[config.mk]
export PLATFORM = sky130hd
export DESIGN_NAME = fetch_buffer
export DESIGN_NICKNAME = d
export VERILOG_FILES = /design/src/rtl/fetch_buffer.sv
export SDC_FILE = /design/constraint.sdc
export NUM_CORES = 1
export LEC_CHECK = 0
export CAP_MARGIN = 20
export CORE_MARGIN = 2
export CORE_UTILIZATION = 61
export CTS_CLUSTER_DIAMETER = 200
export DETAILED_ROUTE_END_ITERATION = 16
export HOLD_SLACK_MARGIN = 0.03
export PLACE_DENSITY = 0.85
export SYNTH_ARGS = -nofsm -noshare
export SYNTH_HDL_FRONTEND = slang
export SYNTH_SLANG_ARGS = --single-unit
[constraint.sdc]
create_clock -name clk_i -period 5.75 [get_ports clk_i]
set_input_delay 1.725 -clock clk_i [delete_from_list [all_inputs] [get_ports clk_i]]
set_output_delay 1.725 -clock clk_i [all_outputs]
set_load 0.02 [all_outputs]
[src/rtl/fetch_buffer.sv]
// fetch_buffer
//
// Instruction fetch buffer sitting between the PC-generating fetch unit and
// decode. Each fetch address becomes an instruction-memory request
// (req/gnt, then in-order rvalid). Up to MAX_OUTSTANDING granted requests are
// tracked in a PC tag queue. Returned words are queued with their PCs in a
// DEPTH-entry FIFO that decode drains over valid/ready. A flush empties the
// FIFO and marks every in-flight response for discard.
//
// Optional feature macro: FETCH_BYPASS_EN
//   defined   - an accepted response reaching an empty FIFO is presented to
//               decode combinationally in the same cycle, and is not written
//               to the FIFO if decode takes it immediately.
//   undefined - every response goes through the FIFO (registered outputs).
//
// Ports
//   clk_i          clock, rising edge
//   reset_ni       asynchronous active-low reset
//   pc_i           fetch address
//   pc_valid_i     pc_i valid
//   pc_ready_o     address granted this cycle (fetch unit advances)
//   flush_i        redirect: discard queued and in-flight fetches
//   imem_req_o     memory request
//   imem_addr_o    word-aligned request address
//   imem_gnt_i     memory grant
//   imem_rvalid_i  response valid (in order)
//   imem_rdata_i   instruction word
//   instr_valid_o  head entry valid
//   instr_ready_i  decode accepts head entry
//   instr_o        head instruction
//   instr_pc_o     PC of head instruction
//   count_o        FIFO occupancy

module fetch_buffer #(
  parameter int DEPTH           = 4,
  parameter int MAX_OUTSTANDING = 2
) (
  input  logic                     clk_i,
  input  logic                     reset_ni,
  input  logic [31:0]              pc_i,
  input  logic                     pc_valid_i,
  output logic                     pc_ready_o,
  input  logic                     flush_i,
  output logic                     imem_req_o,
  output logic [31:0]              imem_addr_o,
  input  logic                     imem_gnt_i,
  input  logic                     imem_rvalid_i,
  input  logic [31:0]              imem_rdata_i,
  output logic                     instr_valid_o,
  input  logic                     instr_ready_i,
  output logic [31:0]              instr_o,
  output logic [31:0]              instr_pc_o,
  output logic [$clog2(DEPTH):0]   count_o
);

  localparam int AW = $clog2(DEPTH);
  localparam int CW = AW + 1;
  localparam int SW = CW + 1;
  localparam int TW = (MAX_OUTSTANDING > 1) ? $clog2(MAX_OUTSTANDING) : 1;
  localparam int OW = $clog2(MAX_OUTSTANDING + 1);

  localparam logic [SW-1:0] DEPTH_S   = SW'(DEPTH);
  localparam logic [OW-1:0] MAX_OUT_L = OW'(MAX_OUTSTANDING);
  localparam logic [TW-1:0] TAG_LAST  = TW'(MAX_OUTSTANDING - 1);

  // FIFO storage and pointers
  logic [31:0]   instr_mem_q [DEPTH];
  logic [31:0]   pc_mem_q    [DEPTH];
  logic [AW-1:0] wr_ptr_q, wr_ptr_d;
  logic [AW-1:0] rd_ptr_q, rd_ptr_d;
  logic [CW-1:0] count_q, count_d;

  // In-order PC tags for granted requests
  logic [31:0]   tag_mem_q [MAX_OUTSTANDING];
  logic [TW-1:0] tag_wr_q, tag_wr_d;
  logic [TW-1:0] tag_rd_q, tag_rd_d;

  logic [OW-1:0] outstanding_q, outstanding_d;
  logic [OW-1:0] discard_q, discard_d;

  logic          credit;
  logic          grant;
  logic          rsp_ok;
  logic          rsp_keep;
  logic          fifo_empty;
  logic          fifo_push;
  logic          fifo_pop;
  logic          bypass_vis;
  logic          bypass_take;
  logic [31:0]   head_tag;

  // ---------------------------------------------------------------------------
  // Request path
  // ---------------------------------------------------------------------------
  // Reserving FIFO space for every in-flight request makes overflow impossible.
  assign credit = ((SW'(count_q) + SW'(outstanding_q)) < DEPTH_S) &&
                  (outstanding_q < MAX_OUT_L);

  // reset_ni gates pc_valid_i so no request escapes while in reset.
  assign imem_req_o  = pc_valid_i & reset_ni & credit & ~flush_i;
  assign imem_addr_o = {pc_i[31:2], 2'b00};
  assign grant       = imem_req_o & imem_gnt_i;
  assign pc_ready_o  = grant;

  // ---------------------------------------------------------------------------
  // Response path
  // ---------------------------------------------------------------------------
  // A response with nothing outstanding is a protocol error and is ignored.
  assign rsp_ok     = imem_rvalid_i & (outstanding_q != '0);
  assign rsp_keep   = rsp_ok & (discard_q == '0) & ~flush_i;
  assign head_tag   = tag_mem_q[tag_rd_q];
  assign fifo_empty = (count_q == '0);

`ifdef FETCH_BYPASS_EN
  assign bypass_vis  = fifo_empty & rsp_keep;
  assign bypass_take = bypass_vis & instr_ready_i;
`else
  assign bypass_vis  = 1'b0;
  assign bypass_take = 1'b0;
`endif

  assign fifo_push = rsp_keep & ~bypass_take;
  // Flush wins over a pop in the same cycle.
  assign fifo_pop  = ~fifo_empty & instr_ready_i & ~flush_i;

  assign instr_valid_o = ~fifo_empty | bypass_vis;
  assign instr_o       = bypass_vis ? imem_rdata_i : instr_mem_q[rd_ptr_q];
  assign instr_pc_o    = bypass_vis ? head_tag     : pc_mem_q[rd_ptr_q];
  assign count_o       = count_q;

  // ---------------------------------------------------------------------------
  // Next-state logic
  // ---------------------------------------------------------------------------
  always_comb begin
    wr_ptr_d      = wr_ptr_q;
    rd_ptr_d      = rd_ptr_q;
    count_d       = count_q;
    tag_wr_d      = tag_wr_q;
    tag_rd_d      = tag_rd_q;
    outstanding_d = outstanding_q;
    discard_d     = discard_q;

    if (grant) begin
      tag_wr_d = (tag_wr_q == TAG_LAST) ? '0 : tag_wr_q + 1'b1;
    end
    if (rsp_ok) begin
      tag_rd_d = (tag_rd_q == TAG_LAST) ? '0 : tag_rd_q + 1'b1;
    end
    outstanding_d = outstanding_q + OW'(grant) - OW'(rsp_ok);

    if (flush_i) begin
      // Everything still in flight after this cycle must be thrown away;
      // a response arriving right now is dropped directly.
      discard_d = outstanding_q - OW'(rsp_ok);
      wr_ptr_d  = '0;
      rd_ptr_d  = '0;
      count_d   = '0;
    end else begin
      if (rsp_ok && (discard_q != '0)) begin
        discard_d = discard_q - 1'b1;
      end
      if (fifo_push) begin
        wr_ptr_d = wr_ptr_q + 1'b1;
      end
      if (fifo_pop) begin
        rd_ptr_d = rd_ptr_q + 1'b1;
      end
      count_d = count_q + CW'(fifo_push) - CW'(fifo_pop);
    end
  end

  // ---------------------------------------------------------------------------
  // State registers
  // ---------------------------------------------------------------------------
  always_ff @(posedge clk_i or negedge reset_ni) begin
    if (!reset_ni) begin
      wr_ptr_q      <= '0;
      rd_ptr_q      <= '0;
      count_q       <= '0;
      tag_wr_q      <= '0;
      tag_rd_q      <= '0;
      outstanding_q <= '0;
      discard_q     <= '0;
    end else begin
      wr_ptr_q      <= wr_ptr_d;
      rd_ptr_q      <= rd_ptr_d;
      count_q       <= count_d;
      tag_wr_q      <= tag_wr_d;
      tag_rd_q      <= tag_rd_d;
      outstanding_q <= outstanding_d;
      discard_q     <= discard_d;
    end
  end

  // FIFO entries are cleared on reset so the head outputs read zero.
  for (genvar gi = 0; gi < DEPTH; gi++) begin : g_fifo
    always_ff @(posedge clk_i or negedge reset_ni) begin
      if (!reset_ni) begin
        instr_mem_q[gi] <= '0;
        pc_mem_q[gi]    <= '0;
      end else if (fifo_push && (wr_ptr_q == AW'(gi))) begin
        instr_mem_q[gi] <= imem_rdata_i;
        pc_mem_q[gi]    <= head_tag;
      end
    end
  end

  for (genvar gi = 0; gi < MAX_OUTSTANDING; gi++) begin : g_tag
    always_ff @(posedge clk_i or negedge reset_ni) begin
      if (!reset_ni) begin
        tag_mem_q[gi] <= '0;
      end else if (grant && (tag_wr_q == TW'(gi))) begin
        tag_mem_q[gi] <= pc_i;
      end
    end
  end

  // Memory must never answer when nothing is outstanding.
  rvalid_without_request: assert property (
    @(posedge clk_i) disable iff (!reset_ni)
    !(imem_rvalid_i && (outstanding_q == '0))
  );

endmodule

Word level (Yosys, flattened, before mapping)
Cells that the tools add are included.
{ "totals": {"register_bits": 333, "inputBits": 71, "output_inout_bits": 102, "wordCells": 83} }
{ "classes": {"add_sub_neg": 11, "magnitude_cmp": 4, "bitwise_logic": 14, "n_eq_ne": 3, "muxes": 18, "n_reduce_logical": 16} }
{ "ops": {"columns": ["op", "n"], "rows": [
  ["$mux 32", 7],
  ["$bmux 32 s2", 2],
  ["$mux 2", 6],
  ["$reduce_bool 2->1", 5],
  ["$and 1x1->1", 9],
  ["$logic_and 1x1->1", 8],
  ["$add 2x1->2 const B", 2],
  ["$add 3x2->4", 1],
  ["$eq 2x2->1 const B", 2],
  ["$logic_not 2->1", 2],
  ["$lt 4x3->1 const B", 1],
  ["$sub 2x1->2", 2],
  ["$add 3x1->3", 1],
  ["$ge 3x3->1 const B", 1],
  ["$logic_not 3->1", 1],
  ["$mux 3", 1],
  ["$not 1->1", 3],
  ["$not 2->3", 1],
  ["$sub 3x1->3", 1],
  ["$add 1x1->1 const B", 2],
  ["$add 2x1->2", 1],
  ["$eq 2x1->1 const B", 1],
  ["$ge 2x2->1 const B", 1],
  ["$lt 2x2->1 const B", 1],
  ["3 further kinds", 4]
]} }

Longest topological paths before layout
{ "depth": {"word_depth": 8, "mapped_depth": 12, "ltp_nobuf": 12} }

Worst setup path before layout
Ideal clock, no wire load.
{ "synth_path": {"path_type": "input-to-output", "from": "input port flush_i", "to": "output port pc_ready_o", "stages": 3, "arrival_ns": 2.339, "path_buffers": 0, "required_ns": 4.025, "setup_slack_ns": 1.686, "path_cell_list": "nor4_2 nand4_2 inv_2"} }
{ "synth_via": {"elab_chain_len": 3} }
{ "synth_lines": {"columns": ["element", "line_no", "source"], "rows": [
  ["start, declared", "43", "input logic flush_i,"],
  ["$not 1->1", "100", "assign imem_req_o = pc_valid_i & reset_ni & credit & ~flush_i;"],
  ["$and 1x1->1", "100", null],
  ["$and 1x1->1", "102", "assign grant = imem_req_o & imem_gnt_i;"],
  ["end, declared", "42", "output logic pc_ready_o,"]
]} }
Every way passes these cells.

Worst setup path in the final report
Ends and elaborated chain as after synthesis.

==> results.toml <==
[global_routing]
grt_pass1_vias = 9016
grt_overflow_total = 0
grt_max_degree = 166
antenna_found_initial = 1
grt_pass1_wl_mm = 48.5
grt_usage_pct = 23.6

[logic_synthesis]
syn_inst = 897
synthArstFlopShare_pct = 100
synth_ff_type = "dfrtp_1"
yosys_register_bits = 333
synth_area_um2 = 15000
seq_area_frac_synth_pct = 55.6
synth.area.top_cells = "dfrtp_1 (56%), mux2_2 (22%), mux4_2 (9.6%), mux2_4 (3.0%), mux2_1 (2.2%)"
synth-edff-count = 0
syn-mean-instance-area_um2 = 16.7
synth_top_area_share_pct = 55.6
synth_cell_types = 32
yosys.area.top_type = "dfrtp_1"
synth_warnings = 0

[final_layout]
register_area_um2 = 8340
instances_no_fill = 1379
fillers = 1547
postLayoutCoreUtil_pct = 73.2
area_growth_pct = 18.4
final_area_um2 = 17800
diodes = 0
finalNetCount = 1111
multi_input_area_um2 = 5970
drive_gt1_share_pct = 44.4

[worst_setup_path]
crit_family = "buffers and inverters"
worstPathRequired_ns = 4.03
path_common_cell = "clkdlybuf4s50_1"
cp.arrival_ns = 3.48
cp-end-kind = "output port"
rr_worst_depth = 6
crit_path_max_fanout = 3
critPathLaunchType = "input pin"
crit_buf_inv = 3
reg2reg_from = "count_o[1]$_DFF_PN0_"
slowest_delay_ns = 0.67
path_cells = "clkdlybuf4s50_1 -> nor4_2 -> nand4_2 -> inv_2 -> clkdlybuf4s50_1"
timing.rr.end = "tag_mem_q[52]$_DFFE_PN0P_"
critical_path_class = "input pin to output port"
r2r_slack_ns = 2.98
cpMaxStageDelayCell = "clkdlybuf4s50_1"

[floorplanning]
coreArea_um2 = 24200
ios = 173
die_h_um = 161
num_rows = 57
chipWidth_um = 161
start_util_pct = 61.9
die_area_um2 = 25900

[sta]
slew_viol_final = 0
fmax_ghz = 0.192
skew_ns = 0.0160
maxSlewHeadroom_pct = 27.3
grt_setup_unrepaired = "no"
tightestPinTransition_ns = 1.09
period_minus_slack_ns = 5.21
hold_slack_ns = 0.478
final-setup-viol-count = 0
finalHoldViolCount = 0
setup-tns-final_ns = 0
finalCritPeriodShare_pct = 90.5

[clock_network]
cts_hold_buf = 0
cts_resized = 0
cts_made_buffers = 36
insertion_delay_ns = 0.51
cts_tree = "done"
h-tree-depth = 2
clockBufferDepth = 3
cts_setup_buffers = 0
path_clk_slew_ns = 0.06
cts_root_buf = "clkbuf_16"
cts.sinks = 333

[min_path]
hp-class = "flip-flop to flip-flop"
worstHoldStart = "pc_mem_q[41]$_DFFE_PN0P_"
holdPathEnd = "pc_mem_q[41]$_DFFE_PN0P_"
holdPathStages = 1

[place]
place_inst = 1315
dpl-instance-area_um2 = 16500
port-buffer-count = 170
hpwlAfterDp_mm = 16.8
globalplace.congestion = 0.726

[route]
wire_per_inst_um = 21.1
drt-initial-drc-count = 299
ant_nets = 0
drc = 0
wirelength_mm = 29.0
vias = 8002
dr.pass1.iters = 4
vias_per_cell = 5.80

[power_and_ir_drop]
p_leak_uw = 0.00824
powerDensity_nw_per_um2 = 482
vdd_drop_max_mv = 0.366

[run]
cap_violations = 0

[outcome]
status = "finished clean"
## state kept, by name, indices dropped and copies added, names as in the netlist
signal         flops
tag_mem_q         64
discard_q          2
tag_wr_q           1
rd_ptr_q           2
instr_mem_q      128
outstanding_q      2
wr_ptr_q           2
tag_rd_q           1
pc_mem_q         128
count_o            3
## cell type report
| class | count | area share, % |
|---|---|---|
| sequential | 333 | 47.0 |
| multi-input combinational | 469 | 33.6 |
| clock buffer | 52 | 6.10 |
| tap | 324 | 2.28 |
| inverter | 11 | 0.233 |
| clock inverter | 12 | 0.705 |
| timing repair buffer | 178 | 10.1 |
## through the flow
step	total power (µW)	setup WS, ns
final	8560	0.545
after global routing	9000	0.435
after CTS	8650	0.535
after detailed placement	6290	0.535
after global placement	6200	0.540
after floorplan	5200	1.69
## routing by layer
layer  up-vias  global-route usage [%]  part of all wire [%]
met5         -                       0                 0.045
met1      4250                    31.5                    42
met3        67                    5.11                   5.1
met4         2                    6.62                   2.7
met2       174                    39.9                    50
li1       3509                       -                     -
## kinds of logic (layout without fill, tap and decap cells)
kind of cell	count (synthesis)	count (layout)	synth area share (%)
AO/OA/AOI/OAI	2	2	0.117
XOR/XNOR	10	10	0.584
adder cells (fa/ha/maj)	11	11	0.968
buffers and inverters	96	253	4.79
flip-flops	333	333	55.6
multiplexers	420	420	37.1
other	1	2	0.0250
AND/OR/NAND/NOR	24	24	0.901
## how the worst max path moves through the flow
stage	to	cells past startpoint	from	slack, ns
floorplan	pc_ready_o	3	flush_i	1.69
global placement	pc_ready_o	5	flush_i	0.54
detailed placement	pc_ready_o	5	flush_i	0.54
CTS	pc_ready_o	5	flush_i	0.54
global route	pc_ready_o	5	flush_i	0.44
finish	pc_ready_o	5	flush_i	0.54
## synth_stat cells (4+ instances only)
master / count
and2_1: 4
buf_2: 7
buf_4: 39
buf_6: 27
clkbuf_1: 10
dfrtp_1: 333
ha_1: 10
inv_1: 10
mux2_1: 29
mux2_2: 294
mux2_4: 30
mux4_2: 64
nor2_1: 9
xnor2_1: 7
## cell usage in the layout, fill, tap and decap left out, types with 2 or more instances in the layout
cell type        instances
dfrtp_1                331
buf_12                   2
inv_1                   10
mux4_2                  64
mux2i_1                  3
ha_1                    10
inv_6                    2
mux2_4                  30
clkdlybuf4s50_1        169
nor2_1                   9
mux2_1                  29
nand3_1                  2
xnor2_1                  7
bufinv_16                2
clkinv_2                 5
dfrtp_4                  2
clkinvlp_4               3
and2_4                   4
conb_1                   2
clkbuf_8                10
mux2_2                 294
clkbuf_16               37
clkbuf_1                 5
xor2_1                   3
buf_4                    6
## power by group
part	switching, µW	internal [µW]
sequential	421	2930
clock	913	1400
combinational	1220	1660
No activity file was read; power rests on OpenSTA's default activity.
